--- config.mk ---
export PLATFORM = sky130hd
export DESIGN_NAME = sum_accumulator
export DESIGN_NICKNAME = d
export VERILOG_FILES = /design/src/rtl/sum_acc_pkg.sv /design/src/rtl/sum_accumulator.sv
export SDC_FILE = /design/constraint.sdc
export NUM_CORES = 1
export LEC_CHECK = 0
export CAP_MARGIN = 10
export CORE_AREA = 10 10 77 79
export CTS_BUF_LIST = sky130_fd_sc_hd__clkbuf_4
export DETAILED_ROUTE_END_ITERATION = 8
export DIE_AREA = 0 0 87 89
export HOLD_SLACK_MARGIN = 0.03
export PLACE_DENSITY = 0.81
export SLEW_MARGIN = 25
export SYNTH_ARGS = -nofsm -noshare
export SYNTH_HDL_FRONTEND = slang
export SYNTH_SLANG_ARGS = --single-unit
--- constraint.sdc ---
create_clock -name clk -period 4.32 [get_ports clk]
set_input_delay 0.432 -clock clk [delete_from_list [all_inputs] [get_ports clk]]
set_output_delay 0.432 -clock clk [all_outputs]
set_load 0.02 [all_outputs]
--- src/rtl/sum_acc_pkg.sv ---
// -----------------------------------------------------------------------------
// sum_acc_pkg
// Shared types and constants for the sum_accumulator stage that sits behind
// the 3-operand 8-bit adder.
//   state_t    : frame state, ACC (collecting results) or OUT (presenting total)
//   result_t   : one adder result, {carry[1:0], sum[7:0]}
//   RESULT_MAX : largest value a single adder result can take (3 x 255)
// -----------------------------------------------------------------------------
package sum_acc_pkg;

  typedef enum logic {
    ACC = 1'b0,
    OUT = 1'b1
  } state_t;

  typedef logic [9:0] result_t;

  localparam int RESULT_MAX = 765;

endpackage

--- src/rtl/sum_accumulator.sv ---
// -----------------------------------------------------------------------------
// sum_accumulator
// Collects 10-bit adder results over a valid/ready handshake and sums them
// into a running total. A frame closes after COUNT results or on an early
// flush, and the frame total plus its sample count are then presented on a
// valid/ready output port until the downstream accepts them.
//
// Parameters
//   COUNT     : results per full frame (2..16)
//   ACC_W     : accumulator / total width, >= 10 + clog2(COUNT + 1)
// Ports
//   clk       : rising-edge clock
//   rst_n     : asynchronous active-low reset
//   in_valid  : in_sum / in_carry carry a result
//   in_ready  : block can accept a result (ACC state, not in reset)
//   in_sum    : adder sum
//   in_carry  : adder carry
//   flush     : single-cycle pulse closing the current frame early
//   out_valid : out_total / out_count hold a closed frame
//   out_ready : downstream accepts the frame
//   out_total : frame total
//   out_count : number of results in the frame (1..COUNT)
// -----------------------------------------------------------------------------
module sum_accumulator
  import sum_acc_pkg::*;
#(
  parameter int COUNT = 4,
  parameter int ACC_W = 14
) (
  input  logic             clk,
  input  logic             rst_n,
  input  logic             in_valid,
  output logic             in_ready,
  input  logic [7:0]       in_sum,
  input  logic [1:0]       in_carry,
  input  logic             flush,
  output logic             out_valid,
  input  logic             out_ready,
  output logic [ACC_W-1:0] out_total,
  output logic [4:0]       out_count
);

  // Reject illegal parameterisations at elaboration time.
  if (COUNT < 2 || COUNT > 16) begin : g_bad_count
    $error("sum_accumulator: COUNT must be in 2..16");
  end
  if (ACC_W < 10 + $clog2(COUNT + 1)) begin : g_bad_width
    $error("sum_accumulator: ACC_W too narrow for COUNT results");
  end

  state_t           state;
  logic             alive;
  logic [ACC_W-1:0] acc;
  logic [ACC_W-1:0] acc_next;
  logic [ACC_W-1:0] value;
  logic [4:0]       cnt;
  logic [4:0]       cnt_next;
  result_t          result;
  logic             accept;
  logic             full;
  logic             close;

  // alive is low only between reset and the first clock after release, which
  // keeps in_ready low during reset while still coming purely from flops.
  assign in_ready  = alive && (state == ACC);
  assign out_valid = (state == OUT);

  assign result   = {in_carry, in_sum};
  assign value    = ACC_W'(result);
  assign accept   = in_valid && in_ready;
  assign acc_next = acc + (accept ? value : '0);
  assign cnt_next = cnt + {4'd0, accept};

  // cnt_next already includes a same-cycle accept, so a flush that coincides
  // with the COUNT-th accept is one close, and a flush on an empty frame with
  // no accept leaves cnt_next at zero and is ignored.
  assign full  = accept && (cnt_next == 5'(COUNT));
  assign close = full || (flush && (cnt_next != 5'd0));

  always_ff @(posedge clk or negedge rst_n) begin
    if (!rst_n) begin
      state     <= ACC;
      alive     <= 1'b0;
      acc       <= '0;
      cnt       <= '0;
      out_total <= '0;
      out_count <= '0;
    end else begin
      alive <= 1'b1;
      if (state == ACC) begin
        if (close) begin
          out_total <= acc_next;
          out_count <= cnt_next;
          acc       <= '0;
          cnt       <= '0;
          state     <= OUT;
        end else begin
          acc <= acc_next;
          cnt <= cnt_next;
        end
      end else if (out_ready) begin
        state <= ACC;
      end
    end
  end

endmodule

==> run_results.csv, run 1 <==
group,metric,value,unit
die,rows,25,
clock_tree,cts_inserted_buffers,5,
pwr,p_leak,1.28,nW
grt,grt_pass1_vias,1915,
detailed_routing,vias,1888,
sta,finalSetupViolations,0,
grt,grt-ovfl-total,0,
sta,fin_setup_tns,0,ps
pwr,power,1.56,mW
die,ios,36,
logic_synthesis,ys.flop_type,"dfrtp_1",
cells_and_area,n_antenna_cell,0,
sta,layout_min_cycle_time,3270,ps
detailed_routing,avgViaCountPerCell,5.97,
logic_synthesis,syn_area,0.00242,sq mm
logic_synthesis,yosysWarnings,0,
sta,finalHoldViolCount,0,
cells_and_area,nNetsFinal,289,
clock_tree,cts_hold_buf,0,
grt,grt_pass1_wl,9160,microns
pwr,ir_drop,0.323,mV
detailed_routing,wl_per_cell,16.9,microns
grt,antenna_found_initial,0,
cells_and_area,final_area,0.00284,sq mm
sta,rsz0062_at_grt,"no",
worst_setup_path,required,4570,ps
sta,relSlewSlack,42.0,%
pwr,power.share.sequential,35.2,%
logic_synthesis,ys_seq_area_share,41.3,%
worst_setup_path,cp-start-kind,"input port",
worst_setup_path,crit_arrival,3520,ps
logic_synthesis,synth-seq-cells,40,
clock_tree,clock_path_buffers,2,
grt,grt_max_degree,41,
clock_tree,cts.sinks,40,
pwr,swShare,42.0,%
place,port_buffers,35,
pwr,p_int,0.904,mW
detailed_routing,drc_errors,0,
place,globalplace.congestion,0.905,
clock_tree,cts_tree,"yes",
logic_synthesis,syn_nets,253,
die,core,0.00454,sq mm
pwr,combPwrFrac,52.9,%
sta,tightest_slew,870,ps
worst_setup_path,crit_type,"in -> reg",
pwr,power.density,550,mW/mm^2
run,drv_cap,0,
detailed_routing,routed_wl,5330,microns
clock_tree,h-tree-depth,2,
cells_and_area,layout-drive-gt1-share,11.5,%
logic_synthesis,syn_inst,225,
clock_tree,post_cts_resized,0,
pwr,netSwitchingPower,0.656,mW
run_status,status,"complete, no violations",
cells_and_area,synthToLayoutAreaGrowth,17.2,%
clock_tree,path_clk_slew,120,ps
min_path,min_path_type,"in -> async",
clock_tree,root_buffer,"clkbuf_4",
die,fp.dieW,87,microns
die,die_h,89,microns
detailed_routing,first_pass_iters,4,
clock_tree,cts_setup_buffers,0,
detailed_routing,ant_nets,0,
logic_synthesis,synth_edf_count,0,
pwr,pwr-share-clk,11.9,%
grt,grt_use_total,14.6,%
sta,post-route-period-util,75.7,%
clock_tree,insertion_delay,350,ps
worst_setup_path,r2r_slack,1120,ps
worst_setup_path,critPathCaptureType,"flip-flop",
place,dpl_cell_area,0.00279,sq mm
place,dp_hpwl,3860,microns
detailed_routing,dr.first_iter.drc_count,118,
logic_synthesis,synth.avg_cell_area,10.8,sq um
worst_setup_path,critPathMaxFanout,17,
sta,maxSlewViolCount,0,
logic_synthesis,ys_types,54,
logic_synthesis,async_flop_share,100,%
sta,fmax,0.306,GHz
die,die_area,0.00774,sq mm
sta,fin_worst_skew,5.26,ps
die,floorplan.initialDensity,53.4,%
[area by class of cell]
type                    count  area, sq um
multi-input cells         171         1330
flip-flops and latches     40         1000
fillers                   376         1700
repair buffers             38          368
clock buffers               5         37.5
well taps                  54         67.6
inverters                   5         18.8
clock inverters             3         13.8
[cell usage in the layout, fill, tap and decap left out, drive strengths merged, types with 6 or more instances in the layout]
cell,instances
nor2,6
o21ai,13
clkdlybuf4s50,34
o31ai,7
and2,10
a21oi,12
a22o,10
ha,12
dfrtp,40
nand2,15
mux2,12
xnor2,8
a31oi,7
[synthesized netlist by cell type (2+ instances only)]
cell       number  area share (%)
a2111oi_0       2            0.72
a211oi_1        5             1.6
a21boi_0        2            0.62
a21o_1          4             1.2
a21oi_1        12             2.5
a22o_1         10             3.6
a31oi_1         5             1.3
a31oi_4         2             1.8
and2_1         10             2.6
and3_1          2            0.52
buf_2           2            0.41
buf_6           2            0.93
clkbuf_1        3            0.47
dfrtp_1        40              41
ha_1           12             6.2
inv_1           5            0.78
mux2_2          9             4.2
mux2_4          3             1.9
nand2_1        15             2.3
nand2b_1        3            0.78
nor2_1          6            0.93
nor2b_1         4             1.0
nor3_1          4            0.83
o21a_1          5             1.6
o21ai_0        13             2.7
o22a_1          2            0.72
o22ai_1         2            0.52
o31ai_1         7             2.2
xnor2_1         8             2.9
xor2_1          2            0.72
[kinds of logic (layout without fill, tap and decap cells)]
logic type	after synthesis	after routing	synth area share [%]
other	1	1	0.155
muxes	12	12	6.05
xor gates and xnor gates	10	10	3.62
and+or+nand+nor	53	53	11.7
adders and majority gates	13	13	7.03
buffers and inverters	14	51	3.72
AOI/OAI and AO/OA	82	82	26.4
DFF	40	40	41.3
[metrics by stage]
stage,std cells,hold slack (ps),setup WS (ps),utilization [%]
after detailed placement,308,493,667,61.4
final,316,175,1050,62.5
after global routing,316,236,884,62.5
after CTS,316,217,1060,62.5
after global placement,308,481,816,61.4
after floorplan,225,136,1040,-
[critical path, stage by stage]
cell and delay [ps]:
clkdlybuf4s50_1 450, and3b_2 350, ha_1 290, ha_1 290, xnor2_1 240, a31oi_4 140, o41ai_4 480, or2_1 200
buf_4 280, mux2_2 370
[power by group through the flow]
stage	registers (mW)	clock network [mW]	logic, mW
2_1_floorplan	0.608	0	0.536
3_3_place_gp	0.556	0	0.810
3_5_place_dp	0.556	0	0.830
4_1_cts	0.549	0.191	0.834
5_1_grt	0.564	0.209	0.910
6_report	0.549	0.185	0.826
[final timing paths]
path / start / endpoint / cells past startpoint
max: in_valid / out_total[5] / 10
min: rst_n / out_total[9] / 1
max reg2reg: out_valid / out_total[5] / 9
min reg2reg: out_total[5] / out_total[5] / 1
max in group asynchronous: rst_n / acc[2] / 1
min in group clk: out_total[5] / out_total[5] / 1
[per-layer routing]
metal	GRT usage [%]	wire [microns]	share of wire [%]	vias up
met1	18.4	2420	45	926
met5	0	0	0	-
met4	4.71	85	1.6	0
met2	23.2	2550	48	36
met3	4.74	283	5.3	7
li1	-	-	-	919
[sequential cells by signal, indices dropped and copies added (netlist names)]
name / count
acc: 14
alive: 1
cnt: 5
out_count: 5
out_total: 14
out_valid: 1
No activity file was read; power rests on OpenSTA's default activity.
==> inputs of run 2 (changes only) <==
clock period = 3.3 ns   (was 4.32 ns; I/O delays follow)
==> run 2 against run 1 <==
  * Via count decreased by 0.37%
  * Critical path depth fell by 1
  * Sequential cell count unchanged
  * Non-clock buffer count up 5
  * Core utilization up 1.5 points
  * Sequential share of layout area decreased by 0.81 points
  * Worst hold slack worse by 95 ps
  * Sequential power increased by 31%
  * Clock skew rose by 9.4 ps
  * Total power up 40%
  * Cell count is 1.6% higher
  * Critical endpoint is now out_total[3]
  * Largest cell class unchanged
==> run_results.csv, run 2 (synthesis results as in run 1) <==
group,metric,value,unit
pwr,swShare,39.6,%
pwr,combPwrFrac,52.1,%
clock_tree,cts_hold_buf,0,
detailed_routing,routed_wl,5210,microns
cells_and_area,layout-drive-gt1-share,13.5,%
clock_tree,path_clk_slew,130,ps
pwr,power.density,752,mW/mm^2
clock_tree,cts_inserted_buffers,5,
run_status,status,"complete, no violations",
pwr,power.share.sequential,32.8,%
place,dpl_cell_area,0.00282,sq mm
detailed_routing,vias,1881,
sta,maxSlewViolCount,0,
sta,relSlewSlack,41.3,%
sta,finalSetupViolations,0,
clock_tree,h-tree-depth,2,
grt,grt-ovfl-total,0,
cells_and_area,nNetsFinal,294,
sta,hold_slack,80.0,ps
pwr,power,2.18,mW
detailed_routing,routed-wl-met3,274,microns
sta,post-route-period-util,82.5,%
cells_and_area,top_regs,"acc x14, out_total x14",
worst_setup_path,critPathCaptureType,"flip-flop",
detailed_routing,routed.top_layer,"met4",
detailed_routing,wl_met1,2420,microns
worst_setup_path,critPathMaxFanout,12,
detailed_routing,ant_nets,0,
detailed_routing,drc_errors,0,
cells_and_area,n_antenna_cell,0,
detailed_routing,wl_per_cell,16.2,microns
clock_tree,post_cts_resized,0,
detailed_routing,first_pass_iters,4,
die,fp.dieW,87,microns
sta,finalHoldViolCount,0,
sta,layout_min_cycle_time,2720,ps
worst_setup_path,cp-start-kind,"flip-flop",
cells_and_area,final_area,0.00290,sq mm
worst_setup_path,crit_type,"reg -> reg",
grt,grt_max_degree,41,
detailed_routing,wl_met2,2450,microns
clock_tree,root_buffer,"clkbuf_4",
cells_and_area,layout_common_cells,"40 x dfrtp_1, 34 x clkdlybuf4s50_1, 15 x nand2_1",
cells_and_area,final_common_cell,"dfrtp_1",
sta,fmax,0.367,GHz
grt,grt_pass1_wl,8930,microns
die,rows,25,
die,die_area,0.00774,sq mm
sta,fin_setup_tns,0,ps
worst_setup_path,r2r_slack,580,ps
grt,grt_use_total,14.3,%
worst_setup_path,worst_r2r_path_depth,9,
die,core,0.00454,sq mm
pwr,netSwitchingPower,0.866,mW
die,ios,36,
sta,rsz0062_at_grt,"no",
clock_tree,clock_path_buffers,2,
sta,fin_worst_skew,14.7,ps
cells_and_area,layout.cells.non_filler,321,
pwr,pwr-share-clk,15.1,%
pwr,p_leak,1.32,nW
clock_tree,cts_tree,"yes",
worst_setup_path,r2r-end,"out_total[3]",
min_path,min_path_type,"in -> async",
die,die_h,89,microns
worst_setup_path,crit_arrival,2960,ps
place,port_buffers,35,
place,globalplace.congestion,0.864,
worst_setup_path,r2r-start,"alive",
worst_setup_path,required,3540,ps
detailed_routing,dr.first_iter.drc_count,89,
place,place_inst,313,
clock_tree,cts.sinks,40,
pwr,p_int,1.32,mW
run,drv_cap,0,
die,floorplan.initialDensity,53.4,%
clock_tree,cts_setup_buffers,0,
grt,antenna_found_initial,0,
pwr,ir_drop,0.457,mV
detailed_routing,avgViaCountPerCell,5.86,
cells_and_area,synthToLayoutAreaGrowth,19.9,%
grt,grt_pass1_vias,1921,
clock_tree,insertion_delay,360,ps
sta,tightest_slew,881,ps
place,dp_hpwl,3920,microns
==> run 2: cell count changes in the layout (fill, tap and decap cells not counted) <==
cell,delta
buf_4,+5
bufinv_16,+1
clkbuf_4,+1
clkinv_1,-1
clkinv_2,-1
==> run 2: worst max-delay path: stages, from the launching register on <==
cell	delay, ps
dfrtp_1	390
and3b_2	200
ha_1	230
ha_1	260
xnor2_1	350
a31oi_4	130
o41ai_4	320
or2_1	160
buf_4	210
mux2_2	360
==> run 2: how the worst max path moves through the flow <==
stage                          endpoint  slack, ps      start  depth (start not counted)
after global routing       out_total[3]        350  out_valid                          9
after floorplan           out_total[10]         20  out_valid                         12
after global placement    out_total[10]        200   in_valid                         12
after CTS                  out_total[3]        550      alive                          9
final                      out_total[3]        580      alive                          9
after detailed placement   out_total[3]        200   in_valid                         10
==> run 2: power groups by stage <==
| stage | sequential (mW) | clock (mW) | combinational (mW) |
|---|---|---|---|
| 6_report | 0.717 | 0.330 | 1.14 |
| 5_1_grt | 0.733 | 0.360 | 1.25 |
| 3_5_place_dp | 0.728 | 0 | 1.14 |
| 2_1_floorplan | 0.796 | 0 | 0.702 |
| 4_1_cts | 0.718 | 0.338 | 1.15 |
| 3_3_place_gp | 0.727 | 0 | 1.12 |
==> run 2: metal layers <==
layer | global-route usage [%] | up-vias
met5 | 0 | -
met4 | 4.86 | 0
met2 | 23.8 | 38
met3 | 4.19 | 6
li1 | - | 926
met1 | 17.1 | 911
==> run 2: layout make-up <==
| class | instances | area, sq um |
|---|---|---|
| Inverter | 5 | 18.8 |
| Timing Repair Buffer | 43 | 405 |
| Multi-Input combinational cell | 171 | 1330 |
| Clock inverter | 2 | 35.0 |
| Sequential cell | 40 | 1000 |
| Clock buffer | 6 | 45.0 |
| Tap cell | 54 | 67.6 |
| Fill cell | 373 | 1630 |
==> run 2: per-stage QoR <==
step                utilization [%]  worst slack (ps)
finish                         64.0               578
global route                   64.0               349
CTS                            64.0               552
detailed placement             62.2               202
global placement               62.2               198
floorplan                         -              24.1
